[src/rtl/shift_add_multiplier_seq.sv]
// Sequential 4x4 unsigned shift-and-add multiplier.
// The 4-bit ripple adder is an external instance: this block drives its
// operands and consumes its sum/carry-out once per iteration. Four iterations
// follow each accepted start, then a one-cycle done pulse is raised and the
// 8-bit product is held until the next completion.

module shift_add_multiplier_seq (
  input  logic       i_clk,
  input  logic       i_rst,
  input  logic       i_start,
  input  logic [3:0] i_a_in,
  input  logic [3:0] i_b_in,
  output logic [3:0] o_add_a,
  output logic [3:0] o_add_b,
  output logic       o_add_cin,
  input  logic [3:0] i_add_sum,
  input  logic       i_add_cout,
  output logic       o_busy,
  output logic       o_done,
  output logic [7:0] o_product
);

  typedef enum logic [1:0] {
    ST_IDLE = 2'd0,
    ST_CALC = 2'd1,
    ST_DONE = 2'd2
  } state_t;

  // Adder operand B: the multiplicand when the current multiplier bit is set.
  function automatic logic [3:0] gate_operand(input logic [3:0] mcand,
                                              input logic       sel);
    gate_operand = sel ? mcand : 4'h0;
  endfunction

  state_t     r_state;
  logic [3:0] r_mcand;
  logic [3:0] r_acc_hi;
  logic [3:0] r_acc_lo;
  logic [1:0] r_cnt;
  logic [7:0] r_product;
  logic       r_busy;
  logic       r_done;

  logic [3:0] w_add_b;
  logic [7:0] w_shifted;

  // Adder operands and the shifted partial product; the adder carry becomes
  // the new top bit so no bit of the 5-bit partial sum is lost.
  always_comb begin
    w_add_b   = gate_operand(r_mcand, r_acc_lo[0]);
    w_shifted = {i_add_cout, i_add_sum, r_acc_lo[3:1]};
  end

  assign o_add_a   = r_acc_hi;
  assign o_add_b   = w_add_b;
  assign o_add_cin = 1'b0;
  assign o_busy    = r_busy;
  assign o_done    = r_done;
  assign o_product = r_product;

  // Control FSM with operand/accumulator datapath and registered status/result.
  always_ff @(posedge i_clk) begin
    if (i_rst) begin
      r_state   <= ST_IDLE;
      r_mcand   <= 4'h0;
      r_acc_hi  <= 4'h0;
      r_acc_lo  <= 4'h0;
      r_cnt     <= 2'd0;
      r_product <= 8'h00;
      r_busy    <= 1'b0;
      r_done    <= 1'b0;
    end else begin
      case (r_state)
        ST_IDLE: begin
          r_done <= 1'b0;
          if (i_start) begin
            r_mcand  <= i_a_in;
            r_acc_lo <= i_b_in;
            r_acc_hi <= 4'h0;
            r_cnt    <= 2'd0;
            r_busy   <= 1'b1;
            r_state  <= ST_CALC;
          end else begin
            r_busy  <= 1'b0;
            r_state <= ST_IDLE;
          end
        end

        ST_CALC: begin
          // start and the operand inputs are deliberately ignored here.
          {r_acc_hi, r_acc_lo} <= w_shifted;
          r_cnt                <= r_cnt + 2'd1;
          if (r_cnt == 2'd3) begin
            r_product <= w_shifted;
            r_busy    <= 1'b0;
            r_done    <= 1'b1;
            r_state   <= ST_DONE;
          end else begin
            r_busy  <= 1'b1;
            r_done  <= 1'b0;
            r_state <= ST_CALC;
          end
        end

        ST_DONE: begin
          r_done <= 1'b0;
          // A start seen during the done cycle begins the next multiply at once.
          if (i_start) begin
            r_mcand  <= i_a_in;
            r_acc_lo <= i_b_in;
            r_acc_hi <= 4'h0;
            r_cnt    <= 2'd0;
            r_busy   <= 1'b1;
            r_state  <= ST_CALC;
          end else begin
            r_busy  <= 1'b0;
            r_state <= ST_IDLE;
          end
        end

        default: begin
          r_state <= ST_IDLE;
          r_busy  <= 1'b0;
          r_done  <= 1'b0;
          r_cnt   <= 2'd0;
        end
      endcase
    end
  end

  shift_add_multiplier_seq_chk u_chk (
    .i_clk  (i_clk),
    .i_rst  (i_rst),
    .i_busy (r_busy),
    .i_done (r_done)
  );

endmodule

// Protocol checks on the status outputs.
module shift_add_multiplier_seq_chk (
  input logic i_clk,
  input logic i_rst,
  input logic i_busy,
  input logic i_done
);

  // busy and done are never asserted together.
  a_busy_done_excl: assert property (
    @(posedge i_clk) disable iff (i_rst) !(i_busy && i_done)
  );

  // done is a single-cycle pulse.
  a_done_pulse: assert property (
    @(posedge i_clk) disable iff (i_rst) i_done |=> !i_done
  );

endmodule

[config.mk]
export PLATFORM = sky130hd
export DESIGN_NAME = shift_add_multiplier_seq
export DESIGN_NICKNAME = d
export VERILOG_FILES = /design/src/rtl/shift_add_multiplier_seq.sv
export SDC_FILE = /design/constraint.sdc
export NUM_CORES = 1
export LEC_CHECK = 0
export ABC_CLOCK_PERIOD_IN_PS = 1870
export BUFFER_PORTS_ARGS = -buffer_cell sky130_fd_sc_hd__clkbuf_2
export CORE_MARGIN = 5
export CORE_UTILIZATION = 51
export CTS_BUF_LIST = sky130_fd_sc_hd__clkbuf_8
export DETAILED_ROUTE_END_ITERATION = 8
export PLACE_DENSITY = 0.87
export SETUP_SLACK_MARGIN = 0.05
export SYNTH_ARGS = -nofsm -noshare
export SYNTH_HDL_FRONTEND = slang
export SYNTH_HIERARCHICAL = 1
export SYNTH_SLANG_ARGS = --single-unit
[constraint.sdc]
create_clock -name i_clk -period 1.87 [get_ports i_clk]
set_clock_uncertainty 0.1 [all_clocks]
set_input_delay 0.374 -clock i_clk [delete_from_list [all_inputs] [get_ports i_clk]]
set_output_delay 0.374 -clock i_clk [all_outputs]
set_load 0.05 [all_outputs]
==> impl_metrics.env, run 1 <==
export IMPL_syn2layout_area_growth_pct=17.67
export IMPL_place_congestion=0.8403
export IMPL_wirelength_um=2256
export IMPL_fin_nets=164
export IMPL_use_met1_pct=18.78
export IMPL_die_area_um2=3077
export IMPL_fmax_mhz=633.6
export IMPL_vdd_ir_drop_max_uv=417.4
export IMPL_synth_top_family_by_area="simple AND/OR/NAND/NOR gates"
export IMPL_yosys_area_share_simple_pct=26.33
export IMPL_grt_first_pass_wirelength_um=3864
export IMPL_power_w=0.001035
export IMPL_finalMaxSlewViolations=0
export IMPL_synthAdderAreaFrac_pct=1.186
export IMPL_core_area_um2=1962
export IMPL_post_route_drc_count=0
export IMPL_placementRows=16
export IMPL_synthXorXnorAreaFrac_pct=0
export IMPL_grt_pass1_vias=866
export IMPL_syn_cell_area_um2=1055
export IMPL_p_per_area_nw_per_um2=833.8
export IMPL_die_x_um=55.48
export IMPL_muxShareOfSynthArea_pct=4.745
export IMPL_netlist_instances=117
export IMPL_diodes=0
export IMPL_post_cts_buffers=0
export IMPL_clkTransAtPathRegs_ns=0.08
export IMPL_cts_root_buffer="clkbuf_8"
export IMPL_htreeDepth=1
export IMPL_track_usage_pct=15.33
export IMPL_dp_final_hpwl_um=1612
export IMPL_drt_iter0_markers=21
export IMPL_finalCriticalPeriod_ns=1.578
export IMPL_yosysSeqAreaShare_pct=47.45
export IMPL_synth_seq_cells=25
export IMPL_grt_remaining_overflow=0
export IMPL_drive_above_1_share_pct=32.88
export IMPL_antenna_found_initial=0
export IMPL_path_max_fanout=9
export IMPL_cts_hold_buf=0
export IMPL_cts_buffer_depth=2
export IMPL_syn_area_per_cell_um2=9.015
export IMPL_grt_max_degree=26
export IMPL_hold_viol_final=0
export IMPL_post_route_period_util_pct=84.39
export IMPL_rsz0062_at_grt="false"
export IMPL_fin_setup_tns_ns=0
export IMPL_status="complete, no violations"
export IMPL_pre_cts_ws_ns=0.4950
export IMPL_leakage_nw=0.5207
export IMPL_cts_sinks=25
export IMPL_final_cell_mix="33 x clkbuf_2, 25 x dfxtp_1, 20 x nand2_1, 13 x a21oi_1, 8 x nand3_1"
export IMPL_crit_chain="buf_4, clkbuf_2"
export IMPL_hold_path_class="input pin to flop"
export IMPL_vias=891
export IMPL_numCtsBuffers=3
export IMPL_crit_type="flop to output pin"
export IMPL_arrival_ns=1.10
export IMPL_slowest_stage="dfxtp_1"
export IMPL_ctsResizeCount=0
export IMPL_clkLatencyLatePin_ns=0.27
export IMPL_boundaryPins=35
export IMPL_worst_pin_slew_ns=0.5084
export IMPL_critical_path_max_stage_delay_ns=0.36
export IMPL_synth_compound_area_share_pct=13.05
export IMPL_met3_usage_pct=4.895
export IMPL_cp_required_ns=1.40
export IMPL_tritoncts="built"
export IMPL_firstDrtPassIters=4
export IMPL_end_kind="output pin"
export IMPL_use_met2_pct=23.31
export IMPL_die_y_um=55.48
export IMPL_yosysUniqueCellTypes=25
export IMPL_wire_per_inst_um=13.04
export IMPL_finalSetupViolCount=0
export IMPL_synth_nets=134
export IMPL_initial_core_util_pct=53.76
export IMPL_postRouteAntennaNets=0
export IMPL_via_per_inst=5.150
export IMPL_io_buffers=33
export IMPL_maxCapViolations=0
export IMPL_top_usage_layer="met2"
export IMPL_critPathLaunchType="flop"
export IMPL_final_common_cell="clkbuf_2"
export IMPL_ys_warn_count=6
export IMPL_relSlewSlack_pct=66.11
export IMPL_setup_ws_ns=0.2918
## logic make-up (layout without fill, tap and decap cells)
logic type,count (synthesis),count (layout)
fa+ha+maj,1,1
other cells,1,1
simple gates,53,53
compound gates,22,22
flops,25,25
mux,5,5
buf+inv,10,39
## flip-flops by register name, indices dropped and copies added (netlist names)
name and count:
r_cnt 2, r_mcand 4, o_done 1, o_product 8
r_state 2, o_add_a 4, r_acc_lo 4
## layer usage
metal  wire [um]  vias up
li1            -      449
met2        1043       35
met3         183        4
met5           0        -
met4          36        0
met1         993      403
## metrics by stage
step	hold slack, ns	util (%)	instance area [um2]	std cells
after floorplan	0.3317	-	1055	117
after global placement	0.3384	60.97	1196	169
final	0.2284	63.27	1241	173
after global routing	0.2294	63.27	1241	173
after CTS	0.2265	63.27	1241	173
after detailed placement	0.3431	60.97	1196	169
## power breakdown
group / internal (W) / total [W] / leakage, nW / switching (W)
Combinational: 0.0000514 / 0.000154 / 0.290 / 0.000102
Sequential: 0.000556 / 0.000571 / 0.204 / 0.0000158
Clock: 0.000147 / 0.000310 / 0.0269 / 0.000163
## cells in the mapped netlist
cell type,instances,area share (%)
dfxtp_1,25,47
nand2_1,20,7.1
a21oi_1,13,6.2
nand3_1,8,3.8
nor2_1,6,2.1
mux2i_1,5,4.7
a211oi_1,4,2.8
a21oi_2,4,3.3
and2_1,4,2.4
clkbuf_1,4,1.4
nand3_2,4,3.8
nor3_1,4,1.9
buf_4,2,1.4
buf_6,2,2.1
nand2b_1,2,1.2
and2b_1,1,0.71
buf_2,1,0.47
buf_8,1,1.4
conb_1,1,0.36
ha_1,1,1.2
nand2_2,1,0.59
nand3b_1,1,0.71
nor2b_4,1,1.3
nor3b_1,1,0.71
o21a_1,1,0.71
## path summary, 6_finish.rpt
path	from	to	slack (ns)	depth (start not counted)
setup / recovery	r_state[0]$_SDFF_PP0_	o_busy	0.29	2
setup reg to reg	r_state[0]$_SDFF_PP0_	o_product[0]$_SDFFE_PP0P_	0.52	4
hold reg to reg	r_mcand[2]$_SDFFE_PP0P_	r_mcand[2]$_SDFFE_PP0P_	0.36	2
hold / removal	i_a_in[1]	r_mcand[1]$_SDFFE_PP0P_	0.23	3
## worst max-delay path, delay by kind of cell (launching register included)
kind	cells	cell delay [ns]
buf+inv	2	0.47
flops	1	0.36
## area by class of cell
class	instances	area (um2)
fillers	188	720.7
repair buffers	35	180.2
multi-input cells	82	481.7
clock inverters	1	3.754
well taps	27	33.78
flip-flops and latches	25	500.5
clock buffers	3	41.29
No activity file was read; power rests on OpenSTA's default activity.
==> run 2: changes to the inputs <==
- ABC_CLOCK_PERIOD_IN_PS: 1870 -> 1600
- clock period: 1.87 -> 1.6 ns (I/O delays scaled with it)
==> run 2 against run 1 <==
Sequential cell count unchanged. First-iteration DRC count is 19% lower. Via count rose by 1.7%. Routed wire length fell by 1.3%. Hold slack worse by 0.057 ns. Die area did not move. Worst setup slack got worse by 0.17 ns. Core utilization up 0.064 points. Final area grew 0.10%.
==> impl_metrics.env, run 2 (synthesized netlist as in run 1, its figures left out) <==
export IMPL_initial_core_util_pct=53.76
export IMPL_maxCapViolations=0
export IMPL_track_usage_pct=14.99
export IMPL_vias=906
export IMPL_post_route_drc_count=0
export IMPL_vdd_ir_drop_max_uv=506.6
export IMPL_top_layer="met4"
export IMPL_power_w=0.001209
export IMPL_finalCriticalPeriod_ns=1.480
export IMPL_cts_buffer_depth=2
export IMPL_crit_type="flop to output pin"
export IMPL_wirelength_um=2226
export IMPL_place_congestion=0.8148
export IMPL_hold_path_class="input pin to flop"
export IMPL_arrival_ns=1.06
export IMPL_status="complete, no violations"
export IMPL_cts_root_buffer="clkbuf_8"
export IMPL_die_x_um=55.48
export IMPL_setup_ws_ns=0.1195
export IMPL_antenna_found_initial=0
export IMPL_numCtsBuffers=3
export IMPL_syn2layout_area_growth_pct=17.79
export IMPL_via_per_inst=5.237
export IMPL_die_y_um=55.48
export IMPL_clkLatencyLatePin_ns=0.26
export IMPL_finalSetupViolCount=0
export IMPL_cts_sinks=25
export IMPL_final_common_cell="clkbuf_2"
export IMPL_p_per_area_nw_per_um2=973.0
export IMPL_rsz0062_at_grt="false"
export IMPL_dp_final_hpwl_um=1684
export IMPL_fmax_mhz=675.5
export IMPL_grt_max_degree=26
export IMPL_dr_wl_met2_um=1034
export IMPL_drt_iter0_markers=17
export IMPL_clkTransAtPathRegs_ns=0.08
export IMPL_boundaryPins=35
export IMPL_finalMaxSlewViolations=0
export IMPL_largest_reg_flops=8
export IMPL_firstDrtPassIters=4
export IMPL_post_route_period_util_pct=92.53
export IMPL_worst_pin_slew_ns=0.5227
export IMPL_path_max_fanout=9
export IMPL_diodes=0
export IMPL_wire_per_inst_um=12.87
export IMPL_core_area_um2=1962
export IMPL_grt_pass1_vias=919
export IMPL_tritoncts="built"
export IMPL_pre_cts_ws_ns=0.2930
export IMPL_die_area_um2=3077
export IMPL_relSlewSlack_pct=65.15
export IMPL_leakage_nw=0.5213
export IMPL_htreeDepth=1
export IMPL_grt_remaining_overflow=0
export IMPL_placementRows=16
export IMPL_cp_required_ns=1.18
export IMPL_grt_first_pass_wirelength_um=3919
export IMPL_postRouteAntennaNets=0
export IMPL_critPathLaunchType="flop"
export IMPL_end_kind="output pin"
export IMPL_m1WireLength_um=1018
export IMPL_drive_above_1_share_pct=33.56
export IMPL_hold_viol_final=0
export IMPL_fin_setup_tns_ns=0
export IMPL_dr_wl_met3_um=149
export IMPL_post_cts_buffers=0
export IMPL_fin_nets=164
export IMPL_final_cell_mix="32 x clkbuf_2, 24 x dfxtp_1, 20 x nand2_1, 13 x a21oi_1, 8 x nand3_1"
export IMPL_io_buffers=33
## run 2: cell types whose count changed in the layout (fill, tap and decap cells not counted), sizes merged
cell	before	now
buf	2	3
clkbuf	36	35
## run 2: metal layers
layer  GRT usage, %  vias up
met3          3.497        2
met4          5.556        0
met1          19.20      422
li1               -      454
met2          24.32       28
met5              0        -
## run 2: metrics by stage
| step | instance area, um2 | hold slack (ns) | util (%) | instances |
|---|---|---|---|---|
| 2_1_floorplan | 1056 | 0.3317 | - | 117 |
| 3_3_place_gp | 1197 | 0.3369 | 61.03 | 169 |
| 3_5_place_dp | 1197 | 0.3450 | 61.03 | 169 |
| 4_1_cts | 1242 | 0.1728 | 63.33 | 173 |
| 5_1_grt | 1242 | 0.1921 | 63.33 | 173 |
| 6_report | 1242 | 0.1711 | 63.33 | 173 |
## run 2: final timing paths
kind,from,cells after the start,slack (ns),endpoint
max,r_state[0]$_SDFF_PP0_,2,0.12,o_busy
min,i_a_in[2],3,0.17,r_mcand[2]$_SDFFE_PP0P_
max reg2reg,r_cnt[0]$_SDFFE_PP0P_,4,0.27,o_product[5]$_SDFFE_PP0P_
min reg2reg,r_mcand[3]$_SDFFE_PP0P_,2,0.35,r_mcand[3]$_SDFFE_PP0P_
## run 2: critical path, cell delays in order (launching register included)
cell and delay, ns:
dfxtp_2 0.34, buf_4 0.17, buf_2 0.28
## run 2: final cells by class
class                      instances  area, um2
sequential                        25      501.7
fill                             188      719.4
tap                               27      33.78
clock inverter                     1      3.754
timing repair buffer              35      180.2
clock buffer                       3      41.29
multi-input combinational         82      481.7
## run 2: where the power goes
part	total (W)	switching, W	internal, W
Clock	0.000360	0.000189	0.000172
Combinational	0.000180	0.000120	0.0000602
Sequential	0.000668	0.0000185	0.000650
Total	0.00121	0.000328	0.000881
## run 2: timing repair
action / 4_1_cts / 5_1_grt
hold buffers: 0 / 0
gates resized for setup: 0 / 1
endpoints found under the hold margin: 0 / 0
endpoints found under the setup margin: 0 / 1
==> run 3: changes to the inputs <==
- REMOVE_ABC_BUFFERS: unset -> 1
==> run 3 against run 2 <==
Largest power group unchanged. Critical path type unchanged. Die area did not move. Hold slack got worse by 0.0011 ns. Sequential power rose by 0.6%. Clock power rose by 3%.
==> impl_metrics.env, run 3 (synthesized netlist as in run 1, its figures left out) <==
export IMPL_pre_cts_ws_ns=0.09983
export IMPL_vias=932
export IMPL_place_area_um2=1196
export IMPL_worst_r2r_path_depth=4
export IMPL_slowest_stage="dfxtp_1"
export IMPL_grt_remaining_overflow=0
export IMPL_end_kind="output pin"
export IMPL_crit_chain="and2_1, buf_2"
export IMPL_post_place_cells=169
export IMPL_track_usage_pct=15.02
export IMPL_largest_reg_flops=8
export IMPL_syn2layout_area_growth_pct=23.61
export IMPL_finalSetupViolCount=0
export IMPL_antenna_found_initial=0
export IMPL_drive_above_1_share_pct=37.50
export IMPL_grt_max_degree=26
export IMPL_tritoncts="built"
export IMPL_critPathLaunchType="flop"
export IMPL_postRouteAntennaNets=0
export IMPL_boundaryPins=35
export IMPL_cts_sinks=25
export IMPL_wirelength_um=2356
export IMPL_cts_buffer_depth=2
export IMPL_clkTransAtPathRegs_ns=0.09
export IMPL_final_cell_mix="28 x clkbuf_2, 24 x dfxtp_1, 20 x nand2_1, 13 x a21oi_1"
export IMPL_io_buffers=33
export IMPL_worst_pin_slew_ns=0.5139
export IMPL_dp_final_hpwl_um=1675
export IMPL_grt_first_pass_wirelength_um=3795
export IMPL_fin_setup_tns_ns=0
export IMPL_instances_no_fill=179
export IMPL_core_area_um2=1962
export IMPL_die_x_um=55.48
export IMPL_post_route_drc_count=0
export IMPL_status="complete, no violations"
export IMPL_hold_path_class="input pin to flop"
export IMPL_setup_ws_ns=0.1054
export IMPL_cp_required_ns=1.18
export IMPL_place_congestion=0.7826
export IMPL_drt_iter0_markers=36
export IMPL_fin_util_pct=66.45
export IMPL_clkLatencyLatePin_ns=0.26
export IMPL_whs_path_depth=3
export IMPL_rsz0062_at_grt="false"
export IMPL_post_route_cell_area_um2=1304
export IMPL_leakage_nw=0.5484
export IMPL_numCtsBuffers=3
export IMPL_die_y_um=55.48
export IMPL_wire_per_inst_um=13.16
export IMPL_cts_root_buffer="clkbuf_8"
export IMPL_finalMaxSlewViolations=0
export IMPL_maxCapViolations=0
export IMPL_die_area_um2=3077
export IMPL_fin_nets=170
export IMPL_vdd_ir_drop_max_uv=729.5
export IMPL_path_max_fanout=5
export IMPL_critical_path_max_stage_delay_ns=0.41
export IMPL_placementRows=16
export IMPL_arrival_ns=1.07
export IMPL_relSlewSlack_pct=65.74
export IMPL_p_per_area_nw_per_um2=953.0
export IMPL_firstDrtPassIters=4
export IMPL_htreeDepth=1
export IMPL_crit_type="flop to output pin"
export IMPL_via_per_inst=5.207
export IMPL_post_route_period_util_pct=93.41
export IMPL_finalCriticalPeriod_ns=1.495
export IMPL_fmax_mhz=669.1
export IMPL_final_common_cell="clkbuf_2"
export IMPL_grt_pass1_vias=879
export IMPL_diodes=0
export IMPL_hold_viol_final=0
export IMPL_initial_core_util_pct=53.76
-- run 3: changes by cell type in the layout (fill, tap and decap cells not counted) --
cell / previous run / this run
buf_4: 2 / 8
clkbuf_2: 32 / 28
clkbuf_4: 0 / 4
clkinvlp_4: 0 / 1
inv_1: 1 / 0
nand2b_1: 2 / 1
nand2b_2: 0 / 1
-- run 3: worst paths after layout --
check                            from                   endpoint  slack, ns
max          r_acc_lo[0]$_SDFFE_PP0P_                 o_add_b[3]       0.11
min                         i_a_in[0]    r_mcand[0]$_SDFFE_PP0P_       0.17
max reg2reg     r_state[0]$_SDFF_PP0_  o_product[4]$_SDFFE_PP0P_       0.24
min reg2reg   r_mcand[0]$_SDFFE_PP0P_    r_mcand[0]$_SDFFE_PP0P_       0.36
-- run 3: report_power, final --
part	internal (W)	leakage [nW]	switching (W)	total [W]
clock	0.000176	0.0217	0.000195	0.000371
sequential	0.000650	0.204	0.0000225	0.000672
combinational	0.0000771	0.323	0.000122	0.000199
-- run 3: final cells by class --
| cell class | count | area (um2) |
|---|---|---|
| Fill cell | 173 | 658.1 |
| Sequential cell | 25 | 501.7 |
| Multi-Input combinational cell | 82 | 484.2 |
| Timing Repair Buffer | 41 | 235.2 |
| Clock buffer | 3 | 41.29 |
| Tap cell | 27 | 33.78 |
| Clock inverter | 1 | 7.507 |
-- run 3: metal layers --
layer	vias up	global-route usage, %	wire, um
met5	-	0	0
met4	0	5.208	47
met3	6	3.730	148
met2	33	25.84	1187
met1	428	18.01	972
li1	465	-	-
-- run 3: through the flow --
stage,power (W),hold WS (ns)
floorplan,0.0007973,0.2824
global placement,0.0008551,0.3382
detailed placement,0.0008629,0.3462
CTS,0.001231,0.1691
global route,0.001306,0.1795
finish,0.001243,0.1700
-- run 3: what timing repair did --
item / 4_1_cts / 5_1_grt
resized for setup: 1 / 9
buffers inserted: 0 / 6
endpoints found under the setup margin: 1 / 14
hold buffers: 0 / 0
-- run 3: worst max-delay path, delay by kind of cell (launching register included) --
| kind | cells | cell delay, ns |
|---|---|---|
| buffers and inverters | 1 | 0.25 |
| flip-flops | 1 | 0.41 |
| AND/OR/NAND/NOR | 1 | 0.14 |
